--- config.mk ---
export PLATFORM = sky130hd
export DESIGN_NAME = or8way16_seq
export DESIGN_NICKNAME = d
export VERILOG_FILES = /design/src/rtl/or8way16_seq_pkg.sv /design/src/rtl/or8way16_seq_or16.sv /design/src/rtl/or8way16_seq.sv
export SDC_FILE = /design/constraint.sdc
export NUM_CORES = 1
export LEC_CHECK = 0
export CORE_ASPECT_RATIO = 1.1
export CORE_UTILIZATION = 47
export CTS_CLUSTER_SIZE = 20
export DETAILED_ROUTE_END_ITERATION = 8
export PLACE_DENSITY = 0.81
export SLEW_MARGIN = 0
export SYNTH_ARGS = -nofsm -noshare
export SYNTH_HDL_FRONTEND = slang
export SYNTH_SLANG_ARGS = --single-unit
--- constraint.sdc ---
create_clock -name clk -period 4.97 [get_ports clk]
set_input_delay 0.497 -clock clk [delete_from_list [all_inputs] [get_ports clk]]
set_output_delay 0.497 -clock clk [all_outputs]
set_load 0.005 [all_outputs]
--- src/rtl/or8way16_seq_pkg.sv ---
// Shared types and constants for the sequential 8-way OR reducer.
// Holds the FSM encoding, way count, index width and the mask scan helper.
package or8way16_seq_pkg;

  typedef enum logic [1:0] {
    IDLE = 2'd0,
    RUN  = 2'd1,
    DONE = 2'd2
  } state_e;

  localparam int WAYS = 8;
  localparam int IDXW = 3;

  // Lowest set mask bit at or above 'from'; returns WAYS when none is left.
  function automatic logic [IDXW:0] next_set(
    input logic [WAYS-1:0] m,
    input logic [IDXW:0]   from
  );
    logic [IDXW:0] r;
    r = (IDXW+1)'(WAYS);
    for (int i = WAYS-1; i >= 0; i--) begin
      if (m[i] && (i >= int'(from))) begin
        r = (IDXW+1)'(i);
      end
    end
    return r;
  endfunction

endpackage

--- src/rtl/or8way16_seq_or16.sv ---
// Word-wide two-input OR, shared by every step of the reduction.
// One instance is time-multiplexed by the reducer's operand mux.
module or16 #(
  parameter int WIDTH = 16
) (
  input  logic [WIDTH-1:0] a,
  input  logic [WIDTH-1:0] b,
  output logic [WIDTH-1:0] y
);

  assign y = a | b;

endmodule

--- src/rtl/or8way16_seq.sv ---
// Sequential masked 8-way OR reduction, one operand word per RUN cycle.
// Define OR8WAY16_SEQ_SKIP_EN to visit only the words whose mask bit is set.
module or8way16_seq
  import or8way16_seq_pkg::*;
#(
  parameter int WIDTH = 16
) (
  input  logic             clk,
  input  logic             reset,
  input  logic             start,
  input  logic [7:0]       mask,
  input  logic [WIDTH-1:0] i0,
  input  logic [WIDTH-1:0] i1,
  input  logic [WIDTH-1:0] i2,
  input  logic [WIDTH-1:0] i3,
  input  logic [WIDTH-1:0] i4,
  input  logic [WIDTH-1:0] i5,
  input  logic [WIDTH-1:0] i6,
  input  logic [WIDTH-1:0] i7,
  output logic [WIDTH-1:0] out,
  output logic             out_valid,
  input  logic             out_ready,
  output logic             busy
);

  state_e state;
  state_e state_nx;

  logic [WAYS-1:0][WIDTH-1:0] ops;
  logic [WAYS-1:0]            msk;
  logic [WIDTH-1:0]           acc;
  logic [WIDTH-1:0]           res;
  logic [WIDTH-1:0]           term;
  logic [WIDTH-1:0]           acc_nx;
  logic [IDXW-1:0]            idx;
  logic [IDXW-1:0]            idx_step;
  logic [IDXW-1:0]            idx_first;
  logic                       last;
  logic                       start_done;

  // Masked-off words feed zero so the accumulator is left unchanged.
  assign term = msk[idx] ? ops[idx] : '0;

  or16 #(.WIDTH(WIDTH)) u_or (
    .a (acc),
    .b (term),
    .y (acc_nx)
  );

`ifdef OR8WAY16_SEQ_SKIP_EN
  logic [IDXW:0] nxt;
  logic [IDXW:0] first;

  assign nxt        = next_set(msk, {1'b0, idx} + 1'b1);
  assign last       = nxt[IDXW];
  assign idx_step   = nxt[IDXW-1:0];
  assign first      = next_set(mask, '0);
  assign start_done = first[IDXW];
  assign idx_first  = first[IDXW-1:0];
`else
  assign last       = (idx == IDXW'(WAYS-1));
  assign idx_step   = idx + 1'b1;
  assign start_done = 1'b0;
  assign idx_first  = '0;
`endif

  // State register.
  always_ff @(posedge clk or posedge reset) begin
    if (reset) begin
      state <= IDLE;
    end else begin
      state <= state_nx;
    end
  end

  // Next-state: accept in IDLE, scan in RUN, wait for consumer in DONE.
  always_comb begin
    state_nx = state;
    unique case (state)
      IDLE: begin
        if (start) begin
          state_nx = start_done ? DONE : RUN;
        end
      end
      RUN: begin
        if (last) begin
          state_nx = DONE;
        end
      end
      DONE: begin
        if (out_ready) begin
          state_nx = IDLE;
        end
      end
      default: state_nx = IDLE;
    endcase
  end

  // Operand capture, accumulation and result latch.
  always_ff @(posedge clk or posedge reset) begin
    if (reset) begin
      ops <= '0;
      msk <= '0;
      acc <= '0;
      idx <= '0;
      res <= '0;
    end else begin
      unique case (state)
        IDLE: begin
          if (start) begin
            ops <= {i7, i6, i5, i4, i3, i2, i1, i0};
            msk <= mask;
            acc <= '0;
            idx <= idx_first;
            if (start_done) begin
              res <= '0;
            end
          end
        end
        RUN: begin
          acc <= acc_nx;
          idx <= last ? '0 : idx_step;
          if (last) begin
            res <= acc_nx;
          end
        end
        default: begin
        end
      endcase
    end
  end

  assign out       = res;
  assign out_valid = (state == DONE);
  assign busy      = (state != IDLE);

endmodule

==> reports/metrics.csv, run 1 <==
metric,value,unit
Detail Route Antenna Nets,0,
maximum vdd drop,0.275,mV
RD Place Congestion,0.827,
"Reg clk slew, reported paths",0.06,ns
maximum clock rate,0.351,GHz
Hold WC Path Type,register to register,
synth unique cells,28,
DRT Wirelength,19.1,mm
Top Ports,158,
CTS tree,yes,
Fillers,1243,
CTS Buffer Depth,2,
"critical path, cell by cell",nor2_1 -> a2bb2oi_2 -> and3_1 -> a22o_2,
"Req. time, crit path",5.32,ns
Reg power frac,0.416,
initial core utilization,0.486,
final worst path period share,0.574,
Die Area,17000,um2
Die Width,124,um
minimum clock period,2.85,ns
worst path bufs/invs,0,
P&R area growth vs syn,29.3,%
Hold Fails Final Rpt,0,
PostCTS Resize Cnt,0,
Crit. End Element,register,
Sequential cell area,4330,um2
vias,5933,
r2r startpoint,idx[1],
DR pass1 iterations,5,
initial antenna violation count,1,
nets@finish,1046,
Synth area leader,dfrtp_1,
Syn Inst Count,773,
relative slew slack,0.261,
port buffer count,157,
Setup crit start kind,register,
"Clk Latency, worst-skew pair",0.42,ns
n_diodes,0,
first-pass GRT wire length,30.9,mm
multi-input logic area,3160,um2
slowest CP cell,dfrtp_2,
vias in the first global route,5998,
max-slew violations,0,
Switching Share,0.342,
critical path peak fanout,38,
"Largest stage delay, worst path",1.10,ns
fraction of layout cells with a size suffix above 1,0.0665,
final setup fails,0,
RSZ-0062 raised after global routing,false,
Power Internal,0.00406,W
routed vias/inst,5.31,
synth top area cells,"dfrtp_1 56%, nand2_1 20%, mux4_1 10%",
Crit path arrival time,3.21,ns
Slew @ Worst Pin,1.11,ns
Synth Register Bits,173,
routed len/inst,17.1,um
mapped cell area,7730,um2
crit path from,idx[1],
Site Rows,48,
clock sink count,173,
max-cap violation count,0,
Setup CP Type,register to register,
DR iter-0 viols,427,
Syn Nets,915,
GRT Residual Overflow,0,
run status,finished clean,
CTS Hold Bufs,0,
Switch Pwr,0.00211,W
"Largest delay share family, worst path",flip-flops,
clock share of power,0.226,
Worst Clk Skew,0.00703,ns
setup tns final,0,ns
Tot GR Track Use,0.238,
Syn Area/Cell,10.0,um2
Num CTS Buffers,17,
core footprint,15900,um2
pwr/cell area,617,nW/um2
Yosys Warn Count,0,
Die Span Y,137,um
DRC,0,
pin count of the biggest net entering global routing,174,
top-area cell type share of the netlist area,0.560,
sequential area share after synthesis,0.560,
half-perimeter wire length after placement,12.8,mm
Combinational Power Share,0.358,
Pwr Total,0.00617,W
# Post-CTS Setup Buffers,0,
H-tree Lvls,4,
Leakage,4.88,nW
CTS Root Buffer Type,clkbuf_16,
min-delay src,ops[105],
==> cells by family (layout without fill, tap and decap cells) <==
| group | Yosys count | count (layout) | synth area share |
|---|---|---|---|
| AOI/OAI and AO/OA | 55 | 55 | 0.0523 |
| adders and majority gates | 2 | 2 | 0.00324 |
| buffers and inverters | 53 | 197 | 0.0324 |
| DFF | 173 | 173 | 0.560 |
| muxes | 53 | 53 | 0.138 |
| and+or+nand+nor | 437 | 437 | 0.215 |
==> worst min-delay path: cells and delay by family (launching register included) <==
kind          cells  cell delay, ns
flops             1            0.33
simple gates      2            0.10
==> power by group through the flow <==
stage	logic, W	clock network (W)	registers [W]
2_1_floorplan	0.00170	0	0.00233
5_1_grt	0.00245	0.00148	0.00264
3_3_place_gp	0.00211	0	0.00253
3_5_place_dp	0.00219	0	0.00257
6_report	0.00221	0.00139	0.00257
4_1_cts	0.00222	0.00141	0.00255
==> worst paths after layout <==
| check | to | slack [ns] | cells past startpoint |
|---|---|---|---|
| worst min-delay path | ops[105] | 0.47 | 2 |
| worst min register to register | ops[105] | 0.47 | 2 |
| max in group asynchronous | idx[1] | 3.50 | 3 |
| worst max-delay path | acc[12] | 2.12 | 4 |
| min in group asynchronous | ops[119] | 0.64 | 3 |
| worst max register to register | acc[12] | 2.12 | 4 |
==> layout by cell type, fill, tap and decap left out <==
cell type	count
o21bai_1	1
mux2_2	16
nor2b_1	3
and3_1	1
dfrtp_1	172
a22oi_4	1
dfrtp_2	1
buf_12	1
mux4_2	2
a22o_1	14
clkinv_2	1
clkbuf_16	17
a31oi_1	16
mux2_1	1
ha_1	2
nor2_1	20
clkinv_4	1
inv_1	3
clkdlybuf4s50_1	157
buf_4	3
clkbuf_8	1
nand2_1	409
clkbuf_1	4
and2_1	1
and2b_1	1
a2bb2oi_2	1
nand2_4	1
a22o_2	5
mux2i_1	4
clkinvlp_4	5
a21oi_1	16
a21o_1	1
bufinv_16	4
and2_4	1
mux4_1	30
==> synthesized netlist by cell type <==
| library cell | instances |
|---|---|
| clkbuf_2 | 1 |
| dfrtp_1 | 173 |
| mux4_2 | 2 |
| mux2_1 | 1 |
| nand2_1 | 410 |
| a2bb2oi_2 | 1 |
| buf_4 | 1 |
| ha_1 | 2 |
| buf_1 | 3 |
| mux2i_1 | 4 |
| a22o_1 | 14 |
| buf_2 | 7 |
| mux4_1 | 30 |
| inv_1 | 4 |
| a21o_1 | 1 |
| and2b_1 | 1 |
| and3_1 | 1 |
| buf_6 | 5 |
| and2_1 | 2 |
| a22oi_4 | 1 |
| nor2_1 | 20 |
| clkbuf_1 | 32 |
| a21oi_1 | 16 |
| mux2_2 | 16 |
| nor2b_1 | 3 |
| o21bai_1 | 1 |
| a31oi_1 | 16 |
| a22o_2 | 5 |
==> layer usage <==
metal  GRT usage  wire length, um  vias to the layer above
li1            -                -                     2799
met1       0.298             7890                     2883
met2       0.401             9620                      211
met3      0.0594             1090                       38
met4      0.0877              517                        2
met5           0               13                        -
==> through the flow <==
stage | area, um2 | hold slack (ns) | utilization | std cells | setup slack, ns
floorplan | 7740 | 0.437 | - | 773 | 2.26
global placement | 9380 | 0.449 | 0.589 | 1085 | 2.25
detailed placement | 9380 | 0.456 | 0.589 | 1085 | 2.19
CTS | 9990 | 0.471 | 0.628 | 1117 | 2.15
global route | 9990 | 0.488 | 0.628 | 1117 | 1.92
finish | 9990 | 0.466 | 0.628 | 1117 | 2.12
==> state kept, by name, summed over array words and instances (netlist names) <==
name   count
acc       16
idx        3
msk        8
ops      128
out       16
state      2
==> layout make-up <==
class                           count  share of cell area
Sequential cell                   173               0.433
Multi-Input combinational cell    547               0.316
Timing Repair Buffer              161               0.161
Clock buffer                       22              0.0454
Tap cell                          200              0.0250
Clock inverter                     10              0.0164
Inverter                            4             0.00188
Power figures use the tool's default switching activity.
==> inputs of run 2 (changes only) <==
--- a/config.mk
+++ b/config.mk
@@ -6,10 +6,10 @@
 export NUM_CORES = 1
 export LEC_CHECK = 0
 export CORE_ASPECT_RATIO = 1.1
-export CORE_UTILIZATION = 47
+export CORE_UTILIZATION = 50
 export CTS_CLUSTER_SIZE = 20
 export DETAILED_ROUTE_END_ITERATION = 8
-export PLACE_DENSITY = 0.81
+export PLACE_DENSITY = 0.82
 export SLEW_MARGIN = 0
 export SYNTH_ARGS = -nofsm -noshare
 export SYNTH_HDL_FRONTEND = slang
==> constraint.sdc (replaced) <==
create_clock -name clk -period 2.86 [get_ports clk]
set_input_delay 0.286 -clock clk [delete_from_list [all_inputs] [get_ports clk]]
set_output_delay 0.286 -clock clk [all_outputs]
set_load 0.005 [all_outputs]
==> run 2 against run 1 <==
  * Wire length up 6.1%
  * Critical path depth is 1 higher
  * Fmax up 15%
  * First-iteration DRC count is 2.8% higher
  * Highest routed layer unchanged
  * Worst setup slack worse by 1.7 ns
  * Die area decreased by 5.9%
  * Sequential share of layout area is 0.59 points lower
  * Via count rose by 2.2%
  * Critical endpoint is now out[8]
  * Final cell count rose by 0.81%
  * Clock skew increased by 0.0058 ns
==> reports/metrics.csv, run 2 (synthesized netlist as in run 1, its figures left out) <==
metric,value,unit
relative slew slack,0.512,
routed vias/inst,5.39,
final worst path period share,0.868,
DR pass1 iterations,5,
"critical path, cell by cell",buf_4 -> mux4_1 -> mux2_2 -> a31oi_1 -> a21oi_1,
run status,finished clean,
fraction of layout cells with a size suffix above 1,0.0786,
"Clk Latency, worst-skew pair",0.43,ns
pwr/cell area,1070,nW/um2
"Largest delay share family, worst path",multiplexers,
r2r worst-path depth,5,
FF-to-FF End,out[8],
crit path from,idx[1],
Largest Register,ops,
Setup crit start kind,register,
DR iter-0 viols,439,
first-pass GRT wire length,32.4,mm
slowest CP cell,dfrtp_2,
Setup WS pre-CTS,0.411,ns
"Reg clk slew, reported paths",0.06,ns
Die Width,121,um
CTS Buffer Depth,2,
met3 usage,0.0672,
Crit. End Element,register,
"Largest stage delay, worst path",0.82,ns
maximum vdd drop,0.541,mV
Hold WC Path Type,input pin to async pin,
Power Internal,0.00706,W
Hold Fails Final Rpt,0,
Setup CP Type,register to register,
met1 global-route usage,0.356,
nets@finish,1058,
vias,6066,
CP Capture Point,out[8],
Switch Pwr,0.00375,W
Die Span Y,132,um
Largest register FFs,128,
P&R area growth vs syn,31.0,%
"commonest non-fill, non-tap cells in the layout","409 x nand2_1, 172 x dfrtp_1, 157 x clkdlybuf4s50_1",
PostCTS Resize Cnt,0,
DRC,0,
Num CTS Buffers,17,
CTS Hold Bufs,0,
post-route setup slack,0.379,ns
r2r startpoint,idx[1],
met2 GRT Util,0.424,
final setup fails,0,
Die Area,16000,um2
max-cap violation count,0,
half-perimeter wire length after placement,14.2,mm
Switching Share,0.347,
Worst path depth,5,
initial antenna violation count,1,
R2R Setup Slk,0.38,ns
setup tns final,0,ns
clock sink count,173,
vias in the first global route,6230,
GRT Residual Overflow,0,
Combinational Power Share,0.373,
RSZ-0062 raised after global routing,false,
RD Place Congestion,0.825,
H-tree Lvls,4,
Slew @ Worst Pin,0.731,ns
CTS Root Buffer Type,clkbuf_16,
"most common cell after layout, fill and taps aside",nand2_1,
clock share of power,0.216,
Top Ports,158,
routed len/inst,18.0,um
core footprint,15100,um2
worst path bufs/invs,1,
pin count of the biggest net entering global routing,62,
minimum clock period,2.48,ns
DRT Wirelength,20.3,mm
"Req. time, crit path",3.15,ns
Crit path arrival time,2.78,ns
Detail Route Antenna Nets,0,
maximum clock rate,0.403,GHz
Reg power frac,0.410,
Tot GR Track Use,0.271,
Leakage,4.96,nW
CTS tree,yes,
critical path peak fanout,28,
max-slew violations,0,
grt peak-use layer,met2,
initial core utilization,0.514,
# Post-CTS Setup Buffers,0,
Site Rows,47,
port buffer count,157,
Worst Clk Skew,0.0128,ns
-- run 2: cell types whose count changed in the layout (fill, tap and decap cells not counted), sizes merged --
| cell | delta |
|---|---|
| diode | +1 |
| inv | +1 |
| bufinv | -1 |
| buf | +12 |
-- run 2: worst min-delay path by stage --
stage / startpoint / endpoint / slack, ns / depth (start not counted)
finish: reset / ops[87] / 0.27 / 2
global route: reset / out[4] / 0.31 / 2
CTS: reset / out[4] / 0.28 / 2
detailed placement: ops[108] / ops[108] / 0.46 / 2
global placement: ops[127] / ops[127] / 0.45 / 2
floorplan: mask[0] / msk[0] / 0.39 / 2
-- run 2: power by group through the flow --
stage / sequential [W] / combinational [W] / clock [W]
global route: 0.00455 / 0.00445 / 0.00244
CTS: 0.00441 / 0.00404 / 0.00235
global placement: 0.00437 / 0.00380 / 0
floorplan: 0.00404 / 0.00295 / 0
detailed placement: 0.00442 / 0.00397 / 0
finish: 0.00444 / 0.00404 / 0.00234
-- run 2: per-stage QoR --
step	util	total power [W]	cell area, um2	hold slack [ns]	std cells
2_1_floorplan	-	0.00699	7740	0.391	773
3_3_place_gp	0.633	0.00818	9540	0.450	1093
3_5_place_dp	0.633	0.00839	9540	0.455	1093
4_1_cts	0.673	0.0108	10100	0.282	1125
5_1_grt	0.673	0.0114	10100	0.315	1125
6_report	0.673	0.0108	10100	0.272	1126
-- run 2: layout make-up --
class	instances	area (um2)
Fill cell	1104	4920
Sequential cell	173	4330
Multi-Input combinational cell	547	3160
Timing Repair Buffer	173	1780
Clock buffer	22	454
Tap cell	196	245
Clock inverter	10	139
Inverter	4	18.8
Antenna cell	1	2.50
-- run 2: per-layer routing --
metal / wire length (um) / vias to the layer above
met1: 8360 / 2951
met4: 755 / 2
met3: 1400 / 55
li1: - / 2832
met5: 41 / -
met2: 9750 / 226
==> inputs of run 3 (changes only) <==
--- a/config.mk
+++ b/config.mk
@@ -6,10 +6,10 @@
 export NUM_CORES = 1
 export LEC_CHECK = 0
 export CORE_ASPECT_RATIO = 1.1
-export CORE_UTILIZATION = 50
+export CORE_UTILIZATION = 52
 export CTS_CLUSTER_SIZE = 20
 export DETAILED_ROUTE_END_ITERATION = 8
-export PLACE_DENSITY = 0.82
+export PLACE_DENSITY = 0.85
 export SLEW_MARGIN = 0
 export SYNTH_ARGS = -nofsm -noshare
 export SYNTH_HDL_FRONTEND = slang
==> run 3 against run 2 <==
  * Critical endpoint is now acc[10]
  * Hold slack got worse by 0.014 ns
  * Critical path depth decreased by 1
  * Die area decreased by 3.8%
==> reports/metrics.csv, run 3 (synthesized netlist as in run 1, its figures left out) <==
metric,value,unit
Slew @ Worst Pin,0.928,ns
initial core utilization,0.535,
maximum vdd drop,0.564,mV
CTS Hold Bufs,0,
RSZ-0062 raised after global routing,false,
worst path bufs/invs,0,
initial antenna violation count,0,
Combinational Power Share,0.387,
Die Width,118,um
Num CTS Buffers,17,
placed cell area,9490,um2
pin count of the biggest net entering global routing,78,
DR pass1 iterations,5,
half-perimeter wire length after placement,13.6,mm
final setup fails,0,
R2R Setup Slk,0.38,ns
GRT Residual Overflow,0,
pwr/cell area,1070,nW/um2
Power Internal,0.00698,W
Setup crit start kind,register,
"Largest delay share family, worst path",compound AO/OA/AOI/OAI gates,
Crit path arrival time,2.85,ns
slowest CP cell,and3_1,
routed vias/inst,5.49,
"most common cell after layout, fill and taps aside",nand2_1,
Site Rows,46,
Leakage,4.95,nW
routed len/inst,18.0,um
DR iter-0 viols,468,
Largest register FFs,128,
post-route setup slack,0.378,ns
Setup CP Type,register to register,
"Clk Latency, worst-skew pair",0.43,ns
CTS tree,yes,
H-tree Lvls,4,
CTS Buffer Depth,2,
Top Ports,158,
final worst path period share,0.868,
vias in the first global route,6073,
n_diodes,0,
clock sink count,173,
Die Span Y,130,um
fraction of layout cells with a size suffix above 1,0.0829,
Die Area,15400,um2
PostCTS Resize Cnt,0,
"Req. time, crit path",3.23,ns
Largest Register,ops,
max-slew violations,0,
first-pass GRT wire length,31.8,mm
critical path peak fanout,17,
"Reg clk slew, reported paths",0.07,ns
Hold WC Path Type,input pin to async pin,
RD Place Congestion,0.802,
nets@finish,1058,
Fillers,1031,
"commonest non-fill, non-tap cells in the layout","409 x nand2_1, 172 x dfrtp_1, 157 x clkdlybuf4s50_1",
DRC,0,
Worst Clk Skew,0.00722,ns
Detail Route Antenna Nets,0,
vias,6155,
DRT Wirelength,20.1,mm
Tot GR Track Use,0.276,
r2r worst-path depth,4,
Setup WS pre-CTS,0.528,ns
run status,finished clean,
Worst path depth,4,
clock share of power,0.214,
setup tns final,0,ns
CTS Root Buffer Type,clkbuf_16,
"Largest stage delay, worst path",0.74,ns
port buffer count,157,
maximum clock rate,0.403,GHz
"critical path, cell by cell",mux2_1 -> a2bb2oi_2 -> and3_1 -> a22o_2,
final instance area,10100,um2
Switching Share,0.353,
relative slew slack,0.381,
Reg power frac,0.398,
Crit. End Element,register,
minimum clock period,2.48,ns
Switch Pwr,0.00380,W
max-cap violation count,0,
P&R area growth vs syn,30.5,%
# Post-CTS Setup Buffers,0,
Hold Fails Final Rpt,0,
core footprint,14400,um2
-- run 3: cell count changes in the layout (fill, tap and decap cells not counted), moves of 3 or more --
cell / previous run / this run
clkbuf_1: 4 / 0
clkinv_4: 0 / 4
buf_4: 9 / 12
buf_12: 7 / 4
-- run 3: per-layer routing --
layer  up-vias  GRT usage  routed length [um]
met5         -          0                   0
met4         0      0.148                 738
met3        52     0.0490                1110
met2       253      0.463               10200
met1      3020      0.346                8110
li1       2830          -                   -
-- run 3: worst register-to-register path: stages (launching register included) --
cell	delay [ns]
dfrtp_1	0.45
mux2_1	0.26
a2bb2oi_2	0.70
and3_1	0.74
a22o_2	0.26
-- run 3: worst paths after layout --
check	startpoint	to
worst max-delay path	idx[0]	acc[10]
worst min-delay path	reset	ops[116]
worst max register to register	idx[0]	acc[10]
worst min register to register	ops[15]	ops[15]
max in group asynchronous	reset	idx[1]
min in group clk	i3[6]	ops[54]
-- run 3: area by class of cell --
| type | instances | area, um2 | area share |
|---|---|---|---|
| repair buffers | 173 | 1740 | 0.173 |
| clock buffers | 19 | 453 | 0.0449 |
| inverters | 4 | 18.8 | 0.00186 |
| flip-flops and latches | 173 | 4330 | 0.429 |
| well taps | 192 | 240 | 0.0238 |
| multi-input cells | 547 | 3160 | 0.314 |
| clock inverters | 13 | 141 | 0.0140 |
-- run 3: per-stage QoR --
stage	cells	util	power [W]	hold slack [ns]
after CTS	1121	0.698	0.0108	0.264
after global placement	1089	0.657	0.00812	0.450
after floorplan	773	-	0.00699	0.391
after detailed placement	1089	0.657	0.00836	0.457
after global routing	1121	0.698	0.0113	0.309
final	1121	0.698	0.0108	0.258
-- run 3: power groups by stage --
stage	sequential [W]	combinational [W]	clock (W)
after floorplan	0.00404	0.00295	0
final	0.00430	0.00418	0.00231
after detailed placement	0.00429	0.00407	0
after CTS	0.00427	0.00418	0.00232
after global placement	0.00423	0.00390	0
after global routing	0.00440	0.00452	0.00242
==> edit 1: new RTL, config.mk and constraints of run 2 <==
Add a define of `OR8WAY16_SEQ_SKIP_EN`.
--- a/src/rtl/or8way16_seq.sv
+++ b/src/rtl/or8way16_seq.sv
@@ -1,5 +1,7 @@
 // Sequential masked 8-way OR reduction, one operand word per RUN cycle.
 // Define OR8WAY16_SEQ_SKIP_EN to visit only the words whose mask bit is set.
+`define OR8WAY16_SEQ_SKIP_EN
+
 module or8way16_seq
   import or8way16_seq_pkg::*;
 #(
Behaviour: not the same (a bounded check fails within 4 cycles, from zero or initial values and one cycle with reset high).
==> edit 1 against run 2 <==
Wire length down 1.6%; power grew 5.0%; final cell count up 8.5%; final area grew 2.0%; worst setup slack improved by 95 ps; synthesized area rose by 2.8%; die area rose by 2.8%; sequential cell count stayed put.
==> edit 1: results (changes against run 2) <==
| Metric | Value |
|---|---|
| First-pass GRT wire length | 32860 um (was 32370 um) |
| Max Fclk | 419.1 MHz (was 403.0 MHz) |
| Pleak | 5.021 nW (was 4.958 nW) |
| Slowest stage cell, crit path | or3_4 (was dfrtp_2) |
| Crit Path Max Fanout | 23 (was 28) |
| Grt met3 use | 4.422% (was 6.724%) |
| Sequential Power Share | 37.4% (was 41.0%) |
| Clock-cell share | 5.691% (was 5.853%) |
| Antenna violations before repair | 0 (was 1) |
| Worst path arrival time | 2730 ps (was 2780 ps) |
| Pin count of the biggest net entering global routing | 140 (was 62) |
| Worst R2R Path Depth | 7 (was 5) |
| Reg2reg end | out[12] (was out[8]) |
| Syn nets | 1014 (was 915) |
| Worst path max stage delay | 420 ps (was 820 ps) |
| Multi-input gate count | 641 (was 547) |
| Syn_area_per_cell | 9.138 sq um (was 10.00 sq um) |
| Status | completed (unchanged) |
| Total track usage | 26.46% (was 27.11%) |
| M1 GR Usage | 35.29% (was 35.59%) |
| Met3 WL | 944 um (was 1396 um) |
| Met1 WL | 8592 um (was 8363 um) |
| Seq/Total Area, Yosys | 54.45% (was 55.99%) |
| Top pwr grp | combinational logic (was registers) |
| Hold slack | 215.9 ps (was 271.9 ps) |
| Top cells by count, synth | nand2_1, dfrtp_1, a21oi_1 (was nand2_1, dfrtp_1, clkbuf_1) |
| Clock buf count | 26 (was 22) |
| Slew @ Worst Pin | 619.4 ps (was 731.4 ps) |
| Clock network fraction of total power | 20.6% (was 21.6%) |
| Flop2flop setup slack | 470 ps (was 380 ps) |
| Vias in the first global route | 6500 (was 6230) |
| Initial DRC Count | 558 (was 439) |
| GP Congestion | 0.9495 (was 0.8251) |
| Wire per inst | 16.35 um (was 18.03 um) |
| CP endpoint | out[12] (was out[8]) |
| Hpwl dp | 13990 um (was 14210 um) |
| Worst clock skew | 8.065 ps (was 12.79 ps) |
| Non-clock buffering overhead | 16.86% (was 17.56%) |
| Area grow syn2layout | 29.97% (was 31.04%) |
| Antenna cells | 0 (was 1) |
| Psw | 4.194 mW (was 3.755 mW) |
| Most area-consuming cells after synthesis | dfrtp_1, nand2_1, mux4_2 (was dfrtp_1, nand2_1, mux4_1) |
| VDD IR max | 646.2 uV (was 541.2 uV) |
| Post-placement cell count | 1190 (was 1093) |
| Sequential cell area | 4332 sq um (was 4330 sq um) |
| CP top delay family | simple AND/OR/NAND/NOR gates (was multiplexers) |
## edit 1: cell count changes in the layout (fill, tap and decap cells not counted), sizes merged, moves of 3 or more
| cell | before | now |
|---|---|---|
| nand2 | 410 | 472 |
| a21oi | 16 | 41 |
| a22o | 19 | 1 |
| mux2 | 17 | 0 |
| a31oi | 16 | 0 |
| mux2i | 4 | 19 |
| o21ai | 0 | 9 |
| clkbuf | 22 | 26 |
| clkinvlp | 5 | 1 |
| nor2 | 20 | 24 |
| nor3 | 0 | 4 |
| nor3b | 0 | 3 |
## edit 1: logic make-up (layout without fill, tap and decap cells)
kind of cell	count (synthesis)	after routing	share of synthesized area [%]
simple gates	520	520	25.61
buf+inv	56	212	2.959
compound gates	65	65	4.785
mux	51	51	11.46
xor+xnor	1	1	0.1102
fa+ha+maj	4	4	0.6295
flops	173	173	54.45
==> edit 2: new RTL, config.mk and constraints of run 2 <==
Made on the original files. The 3 states of `state_e` get a one-hot encoding in 3 bits.
--- a/src/rtl/or8way16_seq_pkg.sv
+++ b/src/rtl/or8way16_seq_pkg.sv
@@ -2,10 +2,10 @@
 // Holds the FSM encoding, way count, index width and the mask scan helper.
 package or8way16_seq_pkg;
 
-  typedef enum logic [1:0] {
-    IDLE = 2'd0,
-    RUN  = 2'd1,
-    DONE = 2'd2
+  typedef enum logic [2:0] {
+    IDLE = 3'b001,
+    RUN  = 3'b010,
+    DONE = 3'b100
   } state_e;
 
   localparam int WAYS = 8;
Check against the original RTL: no difference found for any inputs over 10 cycles, from zero or initial values and one cycle with reset high; not proved beyond that.
==> edit 2 against run 2 <==
Synthesized area increased by 1.1%; critical path type unchanged; largest cell class unchanged; utilization decreased by 0.51 points; count of clock-buffer cells in the layout increased by 2; wire length decreased by 8.0%; critical path depth decreased by 1; fmax increased by 15%; power decreased by 8.4%; worst setup slack improved by 320 ps; clock power decreased by 2%; sequential cell count increased by 1; final area about the same.
==> edit 2: results (changes against run 2) <==
| Metric | Value |
|---|---|
| Seq/Total Area, Yosys | 55.74% (was 55.99%) |
| H-tree Lvls | 4 (unchanged) |
| Hpwl dp | 12530 um (was 14210 um) |
| Number of synthesis warnings | 0 (unchanged) |
| Worst clock skew | 9.695 ps (was 12.79 ps) |
| Largest Register | ops (unchanged) |
| Drt pass-1 iters | 4 (was 5) |
| Relative slew margins | 49.30% (was 51.24%) |
| Post-synthesis mux area share | 9.624% (was 13.77%) |
| Avg Vias per Cell | 5.148 (was 5.387) |
| Worst path arrival time | 2450 ps (was 2780 ps) |
| Status | completed (unchanged) |
| Antenna violations before repair | 0 (was 1) |
| Final net count | 1142 (was 1058) |
| Pin count of the biggest net entering global routing | 87 (was 62) |
| Crit Path Max Fanout | 32 (was 28) |
| Number of library cell types mapped by synthesis | 34 (was 28) |
| Post-synthesis xor/xnor area fraction | 0% (unchanged) |
| Initial DRC Count | 422 (was 439) |
| Pleak | 4.802 nW (was 4.958 nW) |
| Clock transition at the registers of the reported paths | 60 ps (about the same) |
| Compound-gate portion of the synthesized area | 6.982% (was 5.227%) |
| Max reg flops | 128 (unchanged) |
| Quantity of I/O buffers inserted on ports | 157 (unchanged) |
| Tightest Hold Check Type | in -> async (unchanged) |
| VDD IR max | 566.0 uV (was 541.2 uV) |
| First-pass GRT wire length | 30140 um (was 32370 um) |
| Postcts setup bufs | 0 (unchanged) |
| Cell count after synthesis | 864 (was 773) |
| Bufs on Longest Clock Path | 2 (unchanged) |
| Most area-consuming cells after synthesis | dfrtp_1, nand2_1, mux2_2 (was dfrtp_1, nand2_1, mux4_1) |
| Vias in the first global route | 6116 (was 6230) |
| Flop2flop setup slack | 700 ps (was 380 ps) |
| CTS Buf Count | 17 (unchanged) |
| Syn nets | 1006 (was 915) |
| Wire per inst | 15.47 um (was 18.03 um) |
| Synth Area in Adders | 0.3203% (was 0.3236%) |
| Layout filler cell count | 1239 (was 1104) |
| Antenna cells | 0 (was 1) |
| Post-placement cell count | 1177 (was 1093) |
| GP Congestion | 0.7693 (was 0.8251) |
| Post-CTS resize count | 0 (unchanged) |
| Crit path from | idx[0] (was idx[1]) |
| Clock Latency Late Sink | 430 ps (about the same) |
| FFs w/ async S/R, synth | 100.0% (unchanged) |
| Total track usage | 24.40% (was 27.11%) |
| Fraction of layout cells with a size suffix above 1 | 8.004% (was 7.858%) |
| Root Buffer | clkbuf_16 (unchanged) |
| Top cells by count, synth | nand2_1, dfrtp_1, clkbuf_1 (unchanged) |
| Drt total wl | 18680 um (was 20300 um) |
==> edit 2: cell count changes after synthesis, moves of 14 or more <==
cell     change
inv_1       +14
o21ai_1     +16
a22o_1      -14
a22oi_1     +16
mux2i_1     +28
nand4_1     +16
mux2_2      +16
o22a_1      +16
mux4_1      -30
==> edit 2: area by class of cell <==
class / count / area (sq um) / area share (%)
well taps: 196 / 245.2 / 2.420
repair buffers: 172 / 1734 / 17.11
inverters: 18 / 71.32 / 0.7037
flip-flops and latches: 174 / 4359 / 43.01
clock buffers: 24 / 461.7 / 4.556
multi-input cells: 617 / 3151 / 31.09
clock inverters: 7 / 112.6 / 1.111
==> edit 2: power by group <==
| group | switching, mW | internal, mW | total [mW] |
|---|---|---|---|
| logic | 1.98 | 1.51 | 3.50 |
| registers | 0.610 | 3.51 | 4.12 |
| clock network | 0.906 | 1.39 | 2.29 |
| total | 3.50 | 6.41 | 9.91 |
==> edit 2: worst paths after layout <==
kind	end	depth (start not counted)
max	out[1]	4
min	ops[13]	2
max reg2reg	out[1]	4
min reg2reg	ops[88]	2
max in group asynchronous	ops[118]	3
min in group clk	ops[55]	3
==> edit 2: kinds of logic after synthesis <==
logic type | count (synthesis)
flops | 174
compound gates | 84
buf+inv | 73
fa+ha+maj | 2
simple gates | 462
mux | 69
==> edit 2: per-layer routing <==
layer,vias up,routed length (um),part of all wire [%],track usage (%)
li1,3065,-,-,-
met1,2965,8468,45,33.29
met2,175,9064,49,39.33
met3,14,988,5.3,5.308
met4,0,161,0.86,7.064
met5,-,0,0,0
==> edit 2: critical path, stage by stage, from the launching register on <==
cell     delay [ps]
dfrtp_1         540
mux2_1          360
mux4_2          770
a31oi_1         250
a21oi_1          90
==> edit 2: stage by stage <==
step	area (sq um)	hold slack [ps]	total power, mW	setup slack [ps]
floorplan	7818	391.4	6.621	350.2
global placement	9560	452.2	7.465	792.3
detailed placement	9560	458.3	7.627	715.5
CTS	10130	221.3	9.958	708.7
global route	10130	245.6	10.62	566.5
finish	10130	218.8	9.906	696.0
